File: src/rtl/ram_port_arbiter_pkg.sv
`default_nettype none
// ============================================================================
//  Module      : ram_port_arbiter_pkg
//  Description : Shared types and constants for the single-port RAM arbiter:
//                response-owner encoding, starvation counter width and the
//                default starvation limit.
//  Revision    : 1.0 - initial release
// ============================================================================
package ram_port_arbiter_pkg;

  // Which requester owns the RAM read data coming back this cycle.
  typedef enum logic [1:0] {
    OWN_NONE  = 2'b00,
    OWN_FETCH = 2'b01,
    OWN_DATA  = 2'b10
  } owner_e;

  // Number of denied fetch cycles tolerated before fetch wins one arbitration.
  localparam int c_DEFAULT_STARVE_LIMIT = 3;

  // Starvation counter is 3 bits wide and saturates at all-ones.
  localparam int                 c_CNT_W   = 3;
  localparam logic [c_CNT_W-1:0] c_CNT_MAX = '1;

  // Source of the read that was granted this cycle; writes and idle give NONE.
  function automatic owner_e next_owner(input logic f_gnt,
                                        input logic d_gnt,
                                        input logic d_we);
    owner_e w_own;
    w_own = OWN_NONE;
    if (f_gnt) begin
      w_own = OWN_FETCH;
    end else if (d_gnt && !d_we) begin
      w_own = OWN_DATA;
    end
    return w_own;
  endfunction

endpackage : ram_port_arbiter_pkg
`default_nettype wire

File: src/rtl/ram_port_arbiter_if.sv
`default_nettype none
// ============================================================================
//  Module      : ram_port_arbiter_if
//  Description : Bundle of the fetch requester, data requester and RAM pin
//                signals around the RAM port arbiter. The slave modport is the
//                arbiter's view; the master modport is the surrounding CPU
//                (requesters plus the RAM returning read data).
//  Revision    : 1.0 - initial release
// ============================================================================
interface ram_port_arbiter_if #(
  parameter int AW = 32,
  parameter int DW = 32
);

  // Fetch requester
  logic          f_req;
  logic [AW-1:0] f_addr;
  logic          f_gnt;
  logic          f_stall;
  logic          f_valid;
  logic [DW-1:0] f_word;

  // Data requester (memory_op RAM lane)
  logic          d_req;
  logic          d_we;
  logic [AW-1:0] d_addr;
  logic [DW-1:0] d_wdata;
  logic          d_gnt;
  logic          d_valid;
  logic [DW-1:0] d_rdata;

  // RAM pins
  logic [AW-1:0] ram_r_addr;
  logic [AW-1:0] ram_w_addr;
  logic [DW-1:0] ram_w_line;
  logic          ram_read;
  logic          ram_write;
  logic [DW-1:0] ram_r_line;

  modport slave (
    input  f_req, f_addr,
    output f_gnt, f_stall, f_valid, f_word,
    input  d_req, d_we, d_addr, d_wdata,
    output d_gnt, d_valid, d_rdata,
    output ram_r_addr, ram_w_addr, ram_w_line, ram_read, ram_write,
    input  ram_r_line
  );

  modport master (
    output f_req, f_addr,
    input  f_gnt, f_stall, f_valid, f_word,
    output d_req, d_we, d_addr, d_wdata,
    input  d_gnt, d_valid, d_rdata,
    input  ram_r_addr, ram_w_addr, ram_w_line, ram_read, ram_write,
    output ram_r_line
  );

endinterface : ram_port_arbiter_if
`default_nettype wire

File: src/rtl/ram_port_arbiter_starve_counter.sv
`default_nettype none
// ============================================================================
//  Module      : arb_starve_counter
//  Description : Saturating count of consecutive cycles in which fetch asked
//                for the RAM and was denied. Flags when the count has reached
//                the limit so the arbiter can hand fetch one grant.
//  Revision    : 1.0 - initial release
// ============================================================================
module arb_starve_counter
  import ram_port_arbiter_pkg::*;
#(
  parameter int LIMIT = c_DEFAULT_STARVE_LIMIT
) (
  input  wire logic clk,
  input  wire logic rst,
  input  wire logic i_inc,
  input  wire logic i_clr,
  output logic      o_limit_hit
);

  localparam logic [c_CNT_W-1:0] c_LIMIT = c_CNT_W'(LIMIT);

  logic [c_CNT_W-1:0] r_cnt;

  // Count denied cycles; clear wins over increment and the count sticks at max.
  always_ff @(posedge clk) begin
    if (rst || i_clr) begin
      r_cnt <= '0;
    end else if (i_inc && (r_cnt != c_CNT_MAX)) begin
      r_cnt <= r_cnt + 1'b1;
    end
  end

  assign o_limit_hit = (r_cnt >= c_LIMIT);

endmodule : arb_starve_counter
`default_nettype wire

File: src/rtl/ram_port_arbiter.sv
`default_nettype none
// ============================================================================
//  Module      : ram_port_arbiter
//  Description : Shares one synchronous-read RAM port between instruction
//                fetch and the data lane. Data has priority; a starvation
//                counter forces a fetch grant after STARVE_LIMIT denials.
//                Grants are combinational; read data is steered back one cycle
//                later by a registered owner tag, and each side keeps its last
//                word in a hold register between responses.
//  Revision    : 1.0 - initial release
// ============================================================================
module ram_port_arbiter
  import ram_port_arbiter_pkg::*;
#(
  parameter int AW           = 32,
  parameter int DW           = 32,
  parameter int STARVE_LIMIT = c_DEFAULT_STARVE_LIMIT
) (
  input  wire logic          clk,
  input  wire logic          rst,
  ram_port_arbiter_if.slave  bus
);

  logic          w_limit_hit;
  logic          w_f_gnt;
  logic          w_d_gnt;
  logic          w_d_rd_gnt;
  logic          w_d_wr_gnt;
  logic [AW-1:0] w_r_addr;
  logic [AW-1:0] w_w_addr;
  logic [DW-1:0] w_w_line;

  owner_e        r_owner;
  logic [DW-1:0] r_f_hold;
  logic [DW-1:0] r_d_hold;

  // Fetch wins when it is alone or has been starved long enough; reset blocks all grants.
  always_comb begin
    w_f_gnt = 1'b0;
    w_d_gnt = 1'b0;
    if (!rst) begin
      w_f_gnt = bus.f_req && (!bus.d_req || w_limit_hit);
      w_d_gnt = bus.d_req && !w_f_gnt;
    end
  end

  assign w_d_rd_gnt = w_d_gnt && !bus.d_we;
  assign w_d_wr_gnt = w_d_gnt &&  bus.d_we;

  arb_starve_counter #(
    .LIMIT (STARVE_LIMIT)
  ) u_starve (
    .clk         (clk),
    .rst         (rst),
    .i_inc       (bus.f_req && !w_f_gnt),
    .i_clr       (w_f_gnt || !bus.f_req),
    .o_limit_hit (w_limit_hit)
  );

  // RAM port mux: undriven address/line outputs sit at zero.
  always_comb begin
    w_r_addr = '0;
    w_w_addr = '0;
    w_w_line = '0;
    if (w_f_gnt) begin
      w_r_addr = bus.f_addr;
    end else if (w_d_rd_gnt) begin
      w_r_addr = bus.d_addr;
    end
    if (w_d_wr_gnt) begin
      w_w_addr = bus.d_addr;
      w_w_line = bus.d_wdata;
    end
  end

  assign bus.f_gnt      = w_f_gnt;
  assign bus.d_gnt      = w_d_gnt;
  assign bus.f_stall    = !rst && bus.f_req && !w_f_gnt;
  assign bus.ram_read   = w_f_gnt || w_d_rd_gnt;
  assign bus.ram_write  = w_d_wr_gnt;
  assign bus.ram_r_addr = w_r_addr;
  assign bus.ram_w_addr = w_w_addr;
  assign bus.ram_w_line = w_w_line;

  // Tag who will receive next cycle's RAM read data; reset drops in-flight reads.
  always_ff @(posedge clk) begin
    if (rst) begin
      r_owner <= OWN_NONE;
    end else begin
      r_owner <= next_owner(w_f_gnt, w_d_gnt, bus.d_we);
    end
  end

  // Capture each returning word so the requester sees a stable value afterwards.
  always_ff @(posedge clk) begin
    if (rst) begin
      r_f_hold <= '0;
      r_d_hold <= '0;
    end else begin
      if (r_owner == OWN_FETCH) begin
        r_f_hold <= bus.ram_r_line;
      end
      if (r_owner == OWN_DATA) begin
        r_d_hold <= bus.ram_r_line;
      end
    end
  end

  // Response steering: live RAM data in the owner's cycle, hold value otherwise.
  always_comb begin
    bus.f_valid = 1'b0;
    bus.d_valid = 1'b0;
    bus.f_word  = '0;
    bus.d_rdata = '0;
    if (!rst) begin
      bus.f_valid = (r_owner == OWN_FETCH);
      bus.d_valid = (r_owner == OWN_DATA);
      bus.f_word  = (r_owner == OWN_FETCH) ? bus.ram_r_line : r_f_hold;
      bus.d_rdata = (r_owner == OWN_DATA)  ? bus.ram_r_line : r_d_hold;
    end
  end

endmodule : ram_port_arbiter
`default_nettype wire

File: src/flat_wrapper.sv
// flat-port wrapper written by rule: the top's interface ports become plain ports
module ram_port_arbiter_flat import ram_port_arbiter_pkg::*;
#(
  parameter int AW           = 32,
  parameter int DW           = 32,
  parameter int STARVE_LIMIT = c_DEFAULT_STARVE_LIMIT
)
  (clk, rst, bus_f_req, bus_f_addr, bus_f_gnt, bus_f_stall, bus_f_valid, bus_f_word, bus_d_req, bus_d_we, bus_d_addr, bus_d_wdata, bus_d_gnt, bus_d_valid, bus_d_rdata, bus_ram_r_addr, bus_ram_w_addr, bus_ram_w_line, bus_ram_read, bus_ram_write, bus_ram_r_line);
  ram_port_arbiter_if #(.AW(AW), .DW(DW)) bus_i ();
  input  wire logic clk;
  input  wire logic rst;
  input wire logic [$bits(bus_i.f_req)-1:0] bus_f_req;
  input wire logic [$bits(bus_i.f_addr)-1:0] bus_f_addr;
  output wire logic [$bits(bus_i.f_gnt)-1:0] bus_f_gnt;
  output wire logic [$bits(bus_i.f_stall)-1:0] bus_f_stall;
  output wire logic [$bits(bus_i.f_valid)-1:0] bus_f_valid;
  output wire logic [$bits(bus_i.f_word)-1:0] bus_f_word;
  input wire logic [$bits(bus_i.d_req)-1:0] bus_d_req;
  input wire logic [$bits(bus_i.d_we)-1:0] bus_d_we;
  input wire logic [$bits(bus_i.d_addr)-1:0] bus_d_addr;
  input wire logic [$bits(bus_i.d_wdata)-1:0] bus_d_wdata;
  output wire logic [$bits(bus_i.d_gnt)-1:0] bus_d_gnt;
  output wire logic [$bits(bus_i.d_valid)-1:0] bus_d_valid;
  output wire logic [$bits(bus_i.d_rdata)-1:0] bus_d_rdata;
  output wire logic [$bits(bus_i.ram_r_addr)-1:0] bus_ram_r_addr;
  output wire logic [$bits(bus_i.ram_w_addr)-1:0] bus_ram_w_addr;
  output wire logic [$bits(bus_i.ram_w_line)-1:0] bus_ram_w_line;
  output wire logic [$bits(bus_i.ram_read)-1:0] bus_ram_read;
  output wire logic [$bits(bus_i.ram_write)-1:0] bus_ram_write;
  input wire logic [$bits(bus_i.ram_r_line)-1:0] bus_ram_r_line;
  assign bus_i.f_req = bus_f_req;
  assign bus_i.f_addr = bus_f_addr;
  assign bus_f_gnt = bus_i.f_gnt;
  assign bus_f_stall = bus_i.f_stall;
  assign bus_f_valid = bus_i.f_valid;
  assign bus_f_word = bus_i.f_word;
  assign bus_i.d_req = bus_d_req;
  assign bus_i.d_we = bus_d_we;
  assign bus_i.d_addr = bus_d_addr;
  assign bus_i.d_wdata = bus_d_wdata;
  assign bus_d_gnt = bus_i.d_gnt;
  assign bus_d_valid = bus_i.d_valid;
  assign bus_d_rdata = bus_i.d_rdata;
  assign bus_ram_r_addr = bus_i.ram_r_addr;
  assign bus_ram_w_addr = bus_i.ram_w_addr;
  assign bus_ram_w_line = bus_i.ram_w_line;
  assign bus_ram_read = bus_i.ram_read;
  assign bus_ram_write = bus_i.ram_write;
  assign bus_i.ram_r_line = bus_ram_r_line;
  ram_port_arbiter #(.AW(AW), .DW(DW), .STARVE_LIMIT(STARVE_LIMIT)) u_core (.clk(clk), .rst(rst), .bus(bus_i));
endmodule
File: config.mk
export PLATFORM = sky130hd
export DESIGN_NAME = ram_port_arbiter_flat
export DESIGN_NICKNAME = d
export VERILOG_FILES = /design/src/rtl/ram_port_arbiter_pkg.sv /design/src/rtl/ram_port_arbiter_if.sv /design/src/rtl/ram_port_arbiter_starve_counter.sv /design/src/rtl/ram_port_arbiter.sv /design/src/flat_wrapper.sv
export SDC_FILE = /design/constraint.sdc
export NUM_CORES = 1
export LEC_CHECK = 0
export BUFFER_PORTS_ARGS = -buffer_cell sky130_fd_sc_hd__clkbuf_2
export CAP_MARGIN = 25
export CORE_AREA = 2 2 116 118
export CTS_CLUSTER_DIAMETER = 30
export CTS_CLUSTER_SIZE = 10
export DETAILED_ROUTE_END_ITERATION = 8
export DIE_AREA = 0 0 118 120
export PLACE_DENSITY = 0.57
export SLEW_MARGIN = 20
export SYNTH_ARGS = -nofsm -noshare
export SYNTH_HDL_FRONTEND = slang
export SYNTH_SLANG_ARGS = --single-unit
File: constraint.sdc
create_clock -name clk -period 2.7 [get_ports clk]
set_input_delay 0.27 -clock clk [delete_from_list [all_inputs] [get_ports clk]]
set_output_delay 0.27 -clock clk [all_outputs]
set_load 0.02 [all_outputs]
### Word-level counts from Yosys, hierarchy flattened

Index checks and enable logic that the tools add are counted.

* input bits: 133
* word-level logic and storage cells: 43
* register bits: 69
* output and inout bits: 167

* equal/unequal tests: 3
* add/subtract/negate cells: 1
* reductions and logical operators: 19
* $lt $le $gt $ge: 1
* muxes and demuxes: 14

Operator list (number)
* 32-bit two-way mux: 8
* 1-bit logical AND: 8
* 1-bit zero test: 6
* 1-bit two-way mux: 5
* 1-bit logical OR: 4
* 3-bit by 1-bit adder with 3-bit output, second input constant: 1
* 3-bit by 2-bit >= comparator with 1-bit output, second input constant: 1
* 3-bit inequality test, second input constant: 1
* 2-bit by 1-bit == test with 1-bit output, second input constant: 1
* 2-bit == test, second input constant: 1
* 2-bit two-way mux: 1
* 2-bit OR reduction: 1

### Logic depth before layout (Yosys ltp)

Gate-level depths: netlist of the first run.

* depth in word-level cells: 9
* depth in mapped cells: 7
* gate-level depth less buffers: 5

### Modules after synthesis

From an unflattened synthesis of the first run, not the netlist that was laid out.

* cells, all modules: 425
* area total of the unflattened synthesis: 3313.2 um^2

Modules (own cells, without submodules)
* ram_port_arbiter: area an instance 3139.3 um^2, instances 1, seq. area each 1321.3 um^2, cells an instance 410
* arb_starve_counter: area an instance 173.9 um^2, instances 1, seq. area each 60.1 um^2, cells an instance 15

### Worst setup path after synthesis of the first run

Ideal clock, no wire load.

* path kind: reg-to-output
* start point: register u_core.u_starve.r_cnt[0]
* end point: output port bus_ram_r_addr[10]
* stages on the path, launching flop included: 7
* required time: 2.430 ns
* path buffers: 1
* arrival: 2.069 ns
* path slack: 0.361 ns
* path through: dfxtp_1 ha_1 ha_1 or3b_1 a2111oi_4 buf_6 a22o_1

* longest elaborated chain between the ends: 9
* elaborated cells on any way between the ends: 10
* those cells by class: 1 x order compare; 4 x mux; 5 x reduce/logical

Ends and longest elaborated chain
* start: declaration: RTL line ram_port_arbiter_starve_counter.sv:23 `logic [c_CNT_W-1:0] r_cnt;`
* start signal: assignment: RTL line ram_port_arbiter_starve_counter.sv:30 `r_cnt <= r_cnt + 1'b1;`
* 3-bit by 2-bit >= comparator with 1-bit output (*): RTL line ram_port_arbiter_starve_counter.sv:34 `assign o_limit_hit = (r_cnt >= c_LIMIT);`
* 1-bit logical OR (*): RTL line ram_port_arbiter.sv:42 `w_f_gnt = bus.f_req && (!bus.d_req || w_limit_hit);`
* 1-bit logical AND (*): RTL line ram_port_arbiter.sv:42
* 1-bit zero test: RTL line ram_port_arbiter.sv:43 `w_d_gnt = bus.d_req && !w_f_gnt;`
* 1-bit logical AND: RTL line ram_port_arbiter.sv:43
* 1-bit two-way mux: RTL line ram_port_arbiter.sv:41 `if (!rst) begin`
* 1-bit logical AND: RTL line ram_port_arbiter.sv:47 `assign w_d_rd_gnt = w_d_gnt && !bus.d_we;`
* 32-bit two-way mux: RTL line ram_port_arbiter.sv:67 `end else if (w_d_rd_gnt) begin`
* 32-bit two-way mux (*): RTL line ram_port_arbiter.sv:65 `if (w_f_gnt) begin`
* end: declaration: RTL line flat_wrapper.sv:25 `output wire logic [$bits(bus_i.ram_r_addr)-1:0] bus_ram_r_addr;`

Mark *: on every way between the ends. The rest lies on a longest branch, timed or not.

### Final worst setup path of the first run

* start point: register u_core.u_starve.r_cnt[1]
* end point: output port bus_ram_r_addr[0]

The elaborated chain is that of the path after synthesis.

==> results.toml, run 1 <==
[power]
power_mw = 3.02
sw_frac_of_total = 0.252
leakage_nw = 2.96
p_sw_mw = 0.760
p_clk_frac = 0.474
p_int_mw = 2.26
vdd_drop_max_uv = 294
pwr-share-comb = 0.175
power.density_mw_per_mm2 = 542
seqPwrFrac = 0.351

[floorplanning]
num_rows = 42
die_w_um = 118
core_area_mm2 = 0.0130
design.portCount = 300
die-area_mm2 = 0.0142
start_util = 0.252
die_y_um = 120

[timing]
relSlewSlack = 0.540
fin_crit_ps = 2710
hold_violations = 0
final-setup-viol-count = 2
period_share = 1.00
skew_ps = 5.76
fmax_mhz = 369
maxSlewViolCount = 0
worst_pin_slew_ps = 690
worst_slack_ps = -13.5
fin_tns_setup_ps = -19.1
rsz0062_at_grt = "yes"

[synth]
syn_avg_cell_area_um2 = 7.59
synth_nets = 567
yosysWarnings = 0
ys_types = 22
yosysSeqAreaShare = 0.422
syn_area_mm2 = 0.00327
ys_ff_latch = 69
synthCells = 431

[placement]
portBuffers = 299
place_congestion = 0.954
place_hpwl_um = 12100
place_inst = 876
dp_slack_ps = 164

[route]
drt-pass1-iter-count = 5
ant_nets = 0
drc_errors = 0
num_vias = 4194
vias_per_cell = 4.65
drtIter0Drc = 195
wl_um = 15400
avgRoutedWirePerCell_um = 17.1

[clocking]
clk_path_buf_depth = 2
numCtsBuffers = 9
cts_hold_buf = 0
clock_sinks = 69
clock_latency_ps = 330
cts_tree = "built"
clk_pin_slew_worst_paths_ps = 50
root_buffer = "clkbuf_16"
htreeDepth = 3

[critical_path]
worstSetupPathType = "flip-flop to output port"
crit_path_start_kind = "flip-flop"
path_max_fanout = 8
crit_arrival_ps = 2440
required_ps = 2430
worst_setup_path_end_kind = "output port"

[cells_and_area]
area_growth_pct = 70.2
nets = 856
final_cell_count_no_fill = 901
final_core_utilization = 0.429
drive_gt1_frac = 0.479
diodes = 0

[global_routing]
grt_pass1_vias = 4072
grt_pass1_wl_um = 22500
gr-usage-all-layers = 0.208
grt_max_degree = 67
antenna_found_initial = 0
gr-total-overflow = 0

[outcome]
violations = "setup timing"
status = "finished with violations"

[hold_path]
hp-class = "primary input to flip-flop"

[flow_run]
drv_cap = 0
==> final cells by class <==
class                      count  area, um^2
multi-input combinational    318        1750
timing repair buffer         321        1840
sequential                    69        1390
inverter                       1        3.75
fill                        1355        7410
clock buffer                  10         229
tap                          176         220
clock inverter                 6         135
==> cells in the mapped netlist <==
cell | n | area share
a211o_1 | 1 | 0.0027
buf_1 | 4 | 0.0046
or3b_1 | 1 | 0.0027
and2_1 | 1 | 0.0019
a211oi_1 | 1 | 0.0023
a2111oi_4 | 1 | 0.0084
nand2b_1 | 4 | 0.0076
buf_6 | 3 | 0.010
nor2_1 | 4 | 0.0046
nand2_1 | 129 | 0.15
xor2_1 | 1 | 0.0027
nor2b_1 | 2 | 0.0038
inv_1 | 1 | 0.0011
clkbuf_1 | 36 | 0.041
o21bai_1 | 1 | 0.0023
and3_1 | 65 | 0.12
nor3_1 | 3 | 0.0046
a22o_1 | 32 | 0.086
ha_1 | 3 | 0.011
mux2i_1 | 1 | 0.0031
dfxtp_1 | 69 | 0.42
a21oi_1 | 68 | 0.10
==> metal layers <==
metal  track usage  part of all wire
met5             0                 0
met4        0.0791             0.023
met3        0.0689             0.094
met2         0.367              0.51
met1         0.231              0.37
==> flip-flops by register name, indices dropped and copies added (netlist names) <==
signal	cells
u_core.r_d_hold	32
u_core.u_starve.r_cnt	3
u_core.r_f_hold	32
u_core.r_owner	2
==> cell families (layout without fill, tap and decap cells) <==
logic type	Yosys count	in the layout	synth area share
DFF	69	69	0.422
xor gates and xnor gates	1	1	0.00268
AOI/OAI and AO/OA	104	104	0.205
muxes	1	1	0.00306
buffers and inverters	44	338	0.0574
adders and majority gates	3	3	0.0115
and+or+nand+nor	209	209	0.298
==> power by group through the flow <==
stage	combinational [mW]	sequential [mW]	clock (mW)
2_1_floorplan	0.256	1.08	0
3_3_place_gp	0.492	1.08	0
3_5_place_dp	0.499	1.08	0
4_1_cts	0.519	1.06	1.45
5_1_grt	0.566	1.06	1.50
6_report	0.528	1.06	1.43
==> cells in the final DEF, fill, tap and decap left out, drive strengths merged <==
master | Yosys | final
a2111oi | 1 | 1
a211o | 1 | 1
a211oi | 1 | 1
a21oi | 68 | 68
a22o | 32 | 32
and2 | 1 | 1
and3 | 65 | 65
buf | 7 | 39
bufbuf | 0 | 1
bufinv | 0 | 4
clkbuf | 36 | 291
clkinvlp | 0 | 2
dfxtp | 69 | 69
ha | 3 | 3
inv | 1 | 1
mux2i | 1 | 1
nand2 | 129 | 129
nand2b | 4 | 4
nor2 | 4 | 4
nor2b | 2 | 2
nor3 | 3 | 3
o21bai | 1 | 1
or3b | 1 | 1
xor2 | 1 | 1
==> worst paths after layout <==
check | start | cells after the start | to | slack (ps)
min reg2reg | u_core.r_d_hold[7] | 2 | u_core.r_d_hold[7] | 460
min | bus_ram_r_line[6] | 3 | u_core.r_f_hold[6] | 200
max | u_core.u_starve.r_cnt[1] | 8 | bus_ram_r_addr[0] | -10
max reg2reg | u_core.u_starve.r_cnt[1] | 7 | u_core.r_owner[1] | 810
==> worst max-delay path, stage by stage (launching register included) <==
cell	delay, ps
dfxtp_4	350
ha_4	170
ha_4	160
or3b_4	390
a2111oi_4	330
buf_4	170
bufbuf_16	250
a22o_1	140
clkbuf_8	150
==> stage by stage <==
| step | hold slack [ps] | cell area (um^2) |
|---|---|---|
| 5_1_grt | 203 | 5570 |
| 3_5_place_dp | 454 | 4950 |
| 2_1_floorplan | 362 | 3270 |
| 6_report | 196 | 5570 |
| 4_1_cts | 185 | 5470 |
| 3_3_place_gp | 447 | 4950 |
==> timing repair <==
action                                  in CTS  in global routing
endpoints found under the setup margin      32                 24
buffers inserted                             6                  3
pin swaps                                    1                  3
resized for setup                           21                 44
cloned                                       1                  0
Note: power is estimated with default switching activity, not from simulation.
==> inputs of run 2 (changes only) <==
--- a/config.mk
+++ b/config.mk
@@ -7,13 +7,14 @@
 export LEC_CHECK = 0
 export BUFFER_PORTS_ARGS = -buffer_cell sky130_fd_sc_hd__clkbuf_2
 export CAP_MARGIN = 25
-export CORE_AREA = 2 2 116 118
+export CORE_AREA = 2 2 115 117
 export CTS_CLUSTER_DIAMETER = 30
 export CTS_CLUSTER_SIZE = 10
 export DETAILED_ROUTE_END_ITERATION = 8
-export DIE_AREA = 0 0 118 120
-export PLACE_DENSITY = 0.57
+export DIE_AREA = 0 0 117 119
+export PLACE_DENSITY = 0.58
 export SLEW_MARGIN = 20
 export SYNTH_ARGS = -nofsm -noshare
 export SYNTH_HDL_FRONTEND = slang
+export SYNTH_HIERARCHICAL = 1
 export SYNTH_SLANG_ARGS = --single-unit
==> results.toml, run 2 <==
[outcome]
status = "finished clean"

[cells_and_area]
layout_commonest_cell = "clkbuf_2"
fill_cells = 1331
final_core_utilization = 0.424
nets = 851
area_growth_pct = 64.7
final_cell_count_no_fill = 898
final_cell_area_mm2 = 0.00546
drive_gt1_frac = 0.483
largest_registers = "u_core/r_d_hold: 32 flops, u_core/r_f_hold: 32 flops, u_core/u_starve/r_cnt: 3 flops"
layout_common_cells = "clkbuf_2 (267), nand2_1 (128), dfxtp_1 (67)"

[clocking]
root_buffer = "clkbuf_16"
clock_sinks = 69
cts_hold_buf = 0
numCtsBuffers = 9
clock_latency_ps = 330
cts_tree = "built"
htreeDepth = 3
clk_path_buf_depth = 2
clk_pin_slew_worst_paths_ps = 60

[flow_run]
drv_cap = 0

[global_routing]
antenna_found_initial = 4
grt_pass1_wl_um = 24900
grt_max_degree = 68
gr-usage-all-layers = 0.251
gr-total-overflow = 0
grt_pass1_vias = 3828

[synth]
synth_ff_type = "dfxtp_1"
syn_area_mm2 = 0.00331
synth.top_cell.area_share = 0.417
ys_types = 28
syn_avg_cell_area_um2 = 7.80
ys_ff_latch = 69
synthArstFlopShare = 0
synth_enable_flop_cells = 0
synth_most_common_cell = "nand2_1"
netlist_top_cells_count = "nand2_1 (128), dfxtp_1 (69), a21oi_1 (65)"
yosysSeqAreaShare = 0.417
synthCells = 425
synth_nets = 561
yosys.area.top_type = "dfxtp_1"
synthTopCellsByArea = "dfxtp_1 (42%), nand2_1 (15%), and2_1 (12%), a21oi_1 (9.8%), a22o_1 (8.5%)"
yosysWarnings = 6

[critical_path]
worstSetupPathType = "flip-flop to output port"
path_max_fanout = 7
crit_path_start_kind = "flip-flop"
worst_setup_path_end_kind = "output port"
crit_arrival_ps = 2400
required_ps = 2430

[route]
num_vias = 4282
avgRoutedWirePerCell_um = 21.0
drc_errors = 0
drtIter0Drc = 406
ant_nets = 0
drt-pass1-iter-count = 5
wl_um = 18900
vias_per_cell = 4.77

[floorplanning]
core_area_mm2 = 0.0129
design.portCount = 300
start_util = 0.257
die_y_um = 119
die-area_mm2 = 0.0139
num_rows = 42
die_w_um = 117

[timing]
period_share = 0.991
hold_violations = 0
relSlewSlack = 0.511
skew_ps = 4.32
worst_slack_ps = 25.4
fin_crit_ps = 2670
worst_pin_slew_ps = 733
maxSlewViolCount = 0
final-setup-viol-count = 0
fmax_mhz = 374

[placement]
place_inst = 872
portBuffers = 299
place_hpwl_um = 15400
dp_slack_ps = 183
placed_area_mm2 = 0.00493
place_congestion = 0.961

[power]
vdd_drop_max_uv = 271
power.density_mw_per_mm2 = 518
leakage_nw = 2.71
power_mw = 2.83

[hold_path]
hp-class = "primary input to flip-flop"
-- run 2: cell count changes in the layout (fill, tap and decap cells not counted), sizes merged, moves of 2 or more --
cell	before	now
a2111oi	1	3
buf	39	46
bufinv	4	1
and3	65	0
nor2b	2	4
clkbuf	291	280
inv	1	5
and2	1	64
diode	0	2
-- run 2: through the flow --
stage | hold WS [ps] | setup TNS (ps)
after floorplan | 346 | 0
after global placement | 445 | 0
after detailed placement | 454 | 0
after CTS | 187 | 0
after global routing | 188 | -260
final | 200 | 0
-- run 2: per-layer routing --
metal | vias to the layer above | track usage | routed length [um]
li1 | 1984 | - | -
met1 | 2036 | 0.323 | 7740
met2 | 248 | 0.419 | 9060
met3 | 14 | 0.0758 | 1910
met4 | 0 | 0.0404 | 148
met5 | - | 0 | 0
-- run 2: critical path, stage by stage (launching register included) --
cell       delay (ps)
dfxtp_2           340
ha_4              160
ha_2              160
a211o_4           340
a2111oi_4         420
buf_4             230
clkbuf_16         140
and2_1            130
buf_4             140
-- run 2: area by class of cell --
type,count,area (um^2),share of cell area
antenna,2,5.00,0.000917
clock buffer,11,243,0.0445
clock inverter,5,58.8,0.0108
inverter,4,15.0,0.00275
multi-input combinational,316,1790,0.328
sequential,69,1380,0.254
tap,176,220,0.0403
timing repair buffer,315,1740,0.320
-- run 2: cells by family after synthesis --
kind of cell / Yosys count / share of synthesized area
and+or+nand+nor: 207 / 0.295
buffers and inverters: 41 / 0.0578
DFF: 69 / 0.417
adders and majority gates: 3 / 0.0113
muxes: 1 / 0.00302
AOI/OAI and AO/OA: 103 / 0.214
xor gates and xnor gates: 1 / 0.00264
-- run 2: where the power goes --
group,switching [mW],internal (mW)
registers,0.0113,1.05
logic,0.364,0.213
clock network,0.442,0.742
-- run 2: path summary, 6_finish.rpt --
path,from,endpoint,slack [ps],depth (start not counted)
worst max-delay path,u_core/u_starve/r_cnt[0],bus_ram_w_line[2],30,8
worst min-delay path,bus_ram_r_line[24],u_core/r_f_hold[24],200,3
worst max register to register,u_core/u_starve/r_cnt[0],u_core/u_starve/r_cnt[2],430,10
worst min register to register,u_core/r_d_hold[27],u_core/r_d_hold[27],460,2
-- run 2: timing repair --
action | 4_1_cts | 5_1_grt
gates resized for setup | 7 | 76
buffers inserted | 0 | 4
gates cloned | 1 | 3
endpoints found under the setup margin | 80 | 96
pin swaps | 1 | 0
==> inputs of run 3 (changes only) <==
--- a/config.mk
+++ b/config.mk
@@ -6,13 +6,14 @@
 export NUM_CORES = 1
 export LEC_CHECK = 0
 export BUFFER_PORTS_ARGS = -buffer_cell sky130_fd_sc_hd__clkbuf_2
-export CAP_MARGIN = 25
-export CORE_AREA = 2 2 115 117
+export CAP_MARGIN = 40
+export CELL_PAD_IN_SITES_DETAIL_PLACEMENT = 2
+export CELL_PAD_IN_SITES_GLOBAL_PLACEMENT = 2
+export CORE_UTILIZATION = 18
 export CTS_CLUSTER_DIAMETER = 30
 export CTS_CLUSTER_SIZE = 10
 export DETAILED_ROUTE_END_ITERATION = 8
-export DIE_AREA = 0 0 117 119
-export PLACE_DENSITY = 0.58
+export PLACE_DENSITY = 0.79
 export SLEW_MARGIN = 20
 export SYNTH_ARGS = -nofsm -noshare
 export SYNTH_HDL_FRONTEND = slang
==> results.toml, run 3 (same netlist as run 2, synthesis figures left out) <==
[outcome]
status = "finished clean"

[route]
num_vias = 4293
avgRoutedWirePerCell_um = 22.3
vias_per_cell = 4.49
ant_nets = 0
drt-pass1-iter-count = 4
drc_errors = 0
drtIter0Drc = 133
wl_um = 21300

[cells_and_area]
final_cell_count_no_fill = 957
fill_cells = 2167
multi_input_area_mm2 = 0.00179
area_growth_pct = 74.0
largest_registers = "u_core/r_d_hold: 32 flops, u_core/r_f_hold: 32 flops, u_core/u_starve/r_cnt: 3 flops"
nets = 858
layout_common_cells = "clkbuf_2 (229), nand2_1 (128), dfxtp_1 (66)"
drive_gt1_frac = 0.490
layout_commonest_cell = "clkbuf_2"
ff_latch_area_mm2 = 0.00139

[timing]
fmax_mhz = 372
worst_slack_ps = 14.8
hold_violations = 0
skew_ps = 6.16
period_share = 0.995
relSlewSlack = 0.704
fin_crit_ps = 2690
maxSlewViolCount = 0
rsz0062_at_grt = "yes"
final-setup-viol-count = 0
worst_pin_slew_ps = 444

[clocking]
cts_tree = "built"
numCtsBuffers = 9
clk_pin_slew_worst_paths_ps = 60
clock_latency_ps = 330
root_buffer = "clkbuf_16"
clk_path_buf_depth = 2
clock_sinks = 69
htreeDepth = 3

[global_routing]
grt_pass1_wl_um = 29400
gr-max-usage-layer = "met2"
gr-usage-met2 = 0.410
gr-usage-all-layers = 0.220
grt_max_degree = 38
met3_usage = 0.0798
gr-usage-met1 = 0.227
gr-total-overflow = 0
grt_pass1_vias = 4432
antenna_found_initial = 4

[critical_path]
required_ps = 2430
crit_arrival_ps = 2420
worst_setup_path_end_kind = "output port"
path_max_fanout = 8
worstSetupPathType = "flip-flop to output port"
r2r_cells = 11
crit_path_start_kind = "flip-flop"

[floorplanning]
start_util = 0.184
die_y_um = 138
die-area_mm2 = 0.0190
core_area_mm2 = 0.0180
die_w_um = 138
design.portCount = 300
num_rows = 49

[placement]
portBuffers = 299
place_inst = 928
dp_slack_ps = 203
place_congestion = 0.928
place_hpwl_um = 17200

[power]
power.density_mw_per_mm2 = 498
leakage_nw = 2.79
vdd_drop_max_uv = 332

[flow_run]
drv_cap = 0

[hold_path]
hp-class = "primary input to flip-flop"
hold_depth = 3
run 3: per-layer routing:
| layer | up-vias | routed length, um |
|---|---|---|
| met4 | 6 | 507 |
| met2 | 197 | 11300 |
| met3 | 36 | 1820 |
| li1 | 1992 | - |
| met5 | - | 38 |
| met1 | 2062 | 7630 |
run 3: critical path, stage by stage (launching register included):
cell	delay [ps]
dfxtp_2	340
ha_4	170
ha_4	160
a211o_4	290
buf_6	130
a2111oi_4	310
buf_4	220
clkbuf_16	160
a22o_1	170
buf_6	140
run 3: final cells by class:
type | count | area share
Multi-Input combinational cell | 315 | 0.310
Clock buffer | 10 | 0.0415
Clock inverter | 5 | 0.0106
Sequential cell | 69 | 0.240
Tap cell | 229 | 0.0497
Inverter | 4 | 0.00260
Timing Repair Buffer | 323 | 0.344
Antenna cell | 2 | 0.000868
run 3: worst paths after layout:
kind	from	end	slack (ps)
setup / recovery	u_core/u_starve/r_cnt[0]	bus_ram_r_addr[28]	10
hold / removal	bus_ram_r_line[22]	u_core/r_d_hold[22]	190
setup reg to reg	u_core/u_starve/r_cnt[0]	u_core/u_starve/r_cnt[2]	500
hold reg to reg	u_core/r_f_hold[15]	u_core/r_f_hold[15]	460
run 3: power by group:
group	internal, mW	leakage [nW]	switching (mW)
Combinational	0.241	2.10	0.372
Clock	0.736	0.137	0.458
Sequential	1.05	0.562	0.0116
run 3: repair_timing:
item | in CTS | in global routing
setup buffers | 7 | 1
pin swaps | 4 | 2
resized for setup | 62 | 39
hold buffers | 0 | 0
setup endpoints to repair | 96 | 79
cloned | 3 | 1
run 3: stage by stage:
| stage | power [mW] | util | hold WS [ps] | instance area, um^2 | setup TNS (ps) |
|---|---|---|---|---|---|
| 4_1_cts | 2.91 | 0.314 | 170 | 5670 | -1.11 |
| 2_1_floorplan | 1.36 | - | 346 | 3310 | 0 |
| 3_5_place_dp | 1.66 | 0.281 | 457 | 5060 | 0 |
| 6_report | 2.87 | 0.320 | 193 | 5760 | 0 |
| 3_3_place_gp | 1.64 | 0.279 | 448 | 5030 | 0 |
| 5_1_grt | 3.00 | 0.320 | 189 | 5760 | -587 |
